==> src/rtl/jtag_dr_select.sv <==
// jtag_dr_select: routes TAP DR strobes to the channel chosen by the IR and muxes its serial data back to TDO.
// Optional DR_SHIFT_COUNT_EN adds a per-scan shift-length check reported on len_err.
module jtag_dr_select #(
  parameter int N_CH = 4,
  parameter int IR_W = 4,
  parameter logic [N_CH*IR_W-1:0] OPC = {4'h2, 4'h1, 4'h0, 4'hF},
  parameter logic [N_CH*16-1:0] LEN = {16'd32, 16'd32, 16'd32, 16'd1},
  localparam int CH_W = N_CH > 1 ? $clog2(N_CH) : 1
) (
  input  logic            clk,
  input  logic            rst,
  input  logic [IR_W-1:0] ir_value,
  input  logic            update_ir,
  input  logic            capture_dr,
  input  logic            shift_dr,
  input  logic            update_dr,
  input  logic [N_CH-1:0] s_data_in,
  output logic            s_data_out,
  output logic [N_CH-1:0] capture_dr_out,
  output logic [N_CH-1:0] shift_dr_out,
  output logic [N_CH-1:0] update_dr_out,
  output logic [CH_W-1:0] sel_out,
  output logic            busy,
  output logic            ir_drop,
  output logic            len_err
);
  typedef enum logic [1:0] {IDLE, CAP, SHIFT, UPD} state_t;
  state_t state, next;
  logic [CH_W-1:0] sel, match;
  always_comb begin
    match = '0;
    for (int i = N_CH - 1; i >= 0; i--)
      if (ir_value == OPC[i*IR_W +: IR_W]) match = CH_W'(i);
  end
  always_comb begin
    next = IDLE;
    if (capture_dr) next = CAP;
    else if (state == CAP) next = shift_dr ? SHIFT : IDLE;
    else if (state == SHIFT) next = update_dr ? UPD : shift_dr ? SHIFT : IDLE;
  end
  always_ff @(posedge clk or posedge rst)
    if (rst) begin
      state      <= IDLE;
      sel        <= '0;
      ir_drop    <= 1'b0;
      s_data_out <= 1'b0;
    end else begin
      state   <= next;
      ir_drop <= update_ir && busy;
      if (update_ir && !busy) sel <= match;
      if (shift_dr) s_data_out <= s_data_in[sel];
    end
  assign busy    = state != IDLE;
  assign sel_out = sel;
  // Strobes are masked during reset so an aborted scan cannot leak an update pulse.
  assign capture_dr_out = rst ? '0 : N_CH'(capture_dr) << sel;
  assign shift_dr_out   = rst ? '0 : N_CH'(shift_dr) << sel;
  assign update_dr_out  = rst ? '0 : N_CH'(update_dr) << sel;
`ifdef DR_SHIFT_COUNT_EN
  logic [15:0] cnt;
  // The first Shift-DR cycle arrives while the FSM is still in CAP, so it seeds the count.
  always_ff @(posedge clk or posedge rst)
    if (rst) begin
      cnt     <= '0;
      len_err <= 1'b0;
    end else begin
      cnt     <= state == CAP ? 16'(shift_dr) :
                 (state == SHIFT && shift_dr && cnt != 16'hFFFF) ? cnt + 16'd1 : cnt;
      len_err <= capture_dr ? 1'b0 :
                 (state == SHIFT && next == UPD && cnt != LEN[sel*16 +: 16]) ? 1'b1 : len_err;
    end
`else
  assign len_err = 1'b0;
`endif
endmodule

==> config.mk <==
export PLATFORM = sky130hd
export DESIGN_NAME = jtag_dr_select
export DESIGN_NICKNAME = d
export VERILOG_FILES = /design/src/rtl/jtag_dr_select.sv
export SDC_FILE = /design/constraint.sdc
export NUM_CORES = 1
export LEC_CHECK = 0
export CORE_UTILIZATION = 30
export DETAILED_ROUTE_END_ITERATION = 10
export HOLD_SLACK_MARGIN = 0.12
export PLACE_DENSITY = 0.75
export SYNTH_ARGS = -nofsm -noshare
export SYNTH_HDL_FRONTEND = slang
export SYNTH_SLANG_ARGS = --single-unit
export TNS_END_PERCENT = 1
==> constraint.sdc <==
create_clock -name clk -period 1.5 [get_ports clk]
set_clock_uncertainty 0.2 [all_clocks]
set_input_delay 0.225 -clock clk [delete_from_list [all_inputs] [get_ports clk]]
set_output_delay 0.225 -clock clk [all_outputs]
set_load 0.02 [all_outputs]
==> Flow_metrics.wiki <==
{| class="wikitable"
! Metric !! Value
|-
| Status || finished with violations
|-
| Violated checks || negative setup slack
|-
| Area post-placement || ~800 sq um
|-
| Setup TNS Final || -395.1 ps
|-
| Least setup slack across all paths after layout || -74.55 ps
|-
| Detailed placement HPWL || 858.8 um
|-
| Main synth FF type || dfrtp_1
|-
| Total power of the final layout || 0.0005653 W
|-
| Die extent in y || 38.88 um
|-
| Area used by multi-input combinational logic || approximately 270 sq um
|-
| Final critical-path required period || 1575 ps
|-
| Top cell type's share of synthesized area || 36.81%
|-
| Crit path from || sel_out[1]
|-
| Die span in x || between 30 and 40 um
|-
| Via count of the first global-routing pass || about 450
|-
| IO buf count || 30
|-
| Terminus of the critical flop-to-flop path || sel_out[0]
|-
| Total wire length after detailed routing || 1156 um
|-
| Global-route congestion overflow total || 0
|-
| Share of flip-flops with an asynchronous set or reset || 100.0%
|-
| 1st-iter DRT viols || 4
|-
| Cell depth of the worst min-delay path || 3
|-
| Critical path launch point type || register
|-
| Distinct cell type count after synthesis || 27
|-
| Critical Path Fanout Max || 7
|-
| GRT Total Usage || 17.87%
|-
| Crit share post-route || 105.0%
|-
| Sequential element share of the synthesized area || between 30% and 40%
|-
| Total via count in the routed design || 500
|-
| Critical Path AT || 1150 ps
|-
| Placeable core region || 1186 sq um
|-
| Count leader, synth || nand2_1
|-
| Count of endpoints failing hold in the final timing report || 0
|-
| Total iterations of the first detailed-routing run || 2
|-
| Routed WL per cell || 10.70 um
|-
| DRC viols || 0
|-
| Type of the most critical hold path || input pin to register
|-
| Worst-Skew Late Latency || 240 ps
|-
| Layout overhead on the synthesized area || 105.2%
|-
| Peak supply drop || roughly 520 uV
|-
| Required @ worst endpoint || 1070 ps
|-
| Worst Setup EP || update_dr_out[0]
|-
| Launching point of the worst reg2reg path || state[0]
|-
| Post-synthesis average cell area || 8.324 sq um
|-
| Pleak || 0.4326 nW
|-
| Worst R2R Path Depth || 3
|-
| Final Util || 70.57%
|-
| EDFF count, synth || 0
|-
| Synth top cells by count || 8 x nand2_1, 6 x dfrtp_1, 5 x nor2_1, 4 x nor3_1, 3 x nand2b_1
|-
| Summed instance area of the synthesized netlist || 407.9 sq um
|-
| Inserted Clock Buffers || 3
|-
| WS Path Type || register to primary output
|-
| Root Buffer Master || clkbuf_4
|-
| Pin count of the biggest net entering global routing || 9
|-
| Register bit total from synthesis || 6
|-
| Net count of the finished layout || 110
|-
| First-pass GRT wire length || roughly 1800 um
|-
| Final slew viol count || 0
|-
| Number of standard-cell rows in the floorplan || 12
|-
| Number of antenna violations at the first check in global routing || 0
|-
| Area of all sequential standard cells || 151.4 sq um
|-
| Number of filler cells placed in the layout || ~120
|-
| Ant diodes || 0
|-
| Top cells by area, synth || dfrtp_1 37%, nand2_1 7.4%, nor3_1 4.9%
|-
| Flop2flop setup slack || approximately 70 ps
|-
| Die area || 1511 sq um
|-
| Highest Clock Rate || 0.6351 GHz
|-
| Setup repair after global routing missed its margin || true
|-
| Post-layout instance area || 837.1 sq um
|-
| Maximum capacitance violations || 0
|-
| Share of layout cells above drive strength 1 || 45.74%
|-
| Starting density of the core || 34.39%
|-
| Clock transition at the registers of the reported paths || approximately 40 ps
|-
| Final estimated routing congestion in global placement || 0.7186
|-
| Total number of H-tree levels || 1
|-
| CTS tree || yes
|-
| Antenna Violating Nets Remaining || 0
|-
| Number of setup violations in the final report || 10
|-
| Smallest hold slack || 213.7 ps
|-
| Synth area leader || dfrtp_1
|-
| Yosys warning count || 0
|-
| Kind of end point of the critical path || primary output
|-
| Synth Net Count || 63
|-
| Power per cell area || 675.3 nW/um^2
|-
| Post-Synthesis Cells || 49
|-
| Clk buf depth || 2
|-
| Clock sink count || 6
|-
| I/O pin count || 32
|-
| Per-cell via count in the routed design || 4.630
|}
power breakdown:
group / total [W] / switching (W) / internal, W
Clock: 0.000142 / 0.0000517 / 0.0000900
Combinational: 0.000234 / 0.000109 / 0.000125
Sequential: 0.000190 / 0.0000116 / 0.000178
worst min-delay path by stage:
stage / from / to / slack, ps
final: capture_dr / state[1] / 210
after floorplan: rst / ir_drop / -180
after global placement: s_data_out / s_data_out / 280
after CTS: capture_dr / state[1] / 210
after detailed placement: s_data_out / s_data_out / 310
after global routing: capture_dr / state[1] / 230
state kept, by name, summed over array words and instances, names as in the netlist:
name / cells
ir_drop: 1
sel_out: 2
s_data_out: 1
state: 2
cell families after synthesis:
group / Yosys count / synth area share [%]
AND/OR/NAND/NOR: 29 / 37.43
AO/OA/AOI/OAI: 4 / 9.510
other: 1 / 0.9194
multiplexers: 2 / 5.215
XOR/XNOR: 2 / 4.295
buffers and inverters: 5 / 5.828
flip-flops: 6 / 36.81
layout by cell type, fill, tap and decap left out:
cell / synthesis / final
o311ai_1: 1 / 1
inv_1: 2 / 2
and2_1: 1 / 1
mux2_2: 1 / 1
nand3b_1: 1 / 1
conb_1: 1 / 1
buf_2: 1 / 5
dfrtp_1: 6 / 5
nand2b_1: 3 / 3
nand3_1: 1 / 1
dfrtp_2: 0 / 1
nand2_1: 8 / 8
xor2_1: 1 / 1
and3b_1: 1 / 1
nor2b_4: 0 / 1
xnor2_1: 1 / 1
mux2i_1: 1 / 1
dlygate4sd2_1: 0 / 5
and3_1: 1 / 1
nor2_1: 5 / 5
o41ai_2: 1 / 2
a21oi_1: 1 / 1
clkbuf_4: 0 / 3
clkbuf_2: 0 / 1
or2_1: 1 / 1
clkdlybuf4s50_1: 0 / 10
or3b_4: 1 / 1
nor3_2: 0 / 4
dlygate4sd3_1: 0 / 1
buf_6: 0 / 2
buf_4: 1 / 21
nor3b_2: 0 / 1
repair_timing:
item | CTS | global route
setup buffers | 0 | 2
pin swaps | 0 | 1
endpoints found under the setup margin | 17 | 15
hold buffers | 1 | 0
gates resized for setup | 72 | 9
cloned | 0 | 0
hold endpoints to repair | 6 | 0
per-layer routing:
metal,part of all wire (%),global-route usage (%)
met1,40,20.43
met2,51,28.33
met3,8.9,4.624
met4,0,12.93
met5,0,0
per-stage QoR:
stage	std cells	setup WS, ps
6_report	108	-74.55
5_1_grt	108	-150.6
4_1_cts	106	-154.5
3_5_place_dp	102	-630.4
3_3_place_gp	102	-599.7
2_1_floorplan	49	-109.5
worst max-delay path, stage by stage, from the launching register on:
cell and delay (ps):
dfrtp_2 440, nand2b_1 190, nor3_2 120, buf_4 160
area by class of cell:
| cell class | instances | share of cell area (%) |
|---|---|---|
| multi-input combinational | 38 | 32.74 |
| clock buffer | 3 | 2.691 |
| inverter | 2 | 0.8969 |
| sequential | 6 | 18.09 |
| tap | 14 | 2.093 |
| timing repair buffer | 45 | 43.50 |
Power figures use the tool's default switching activity.
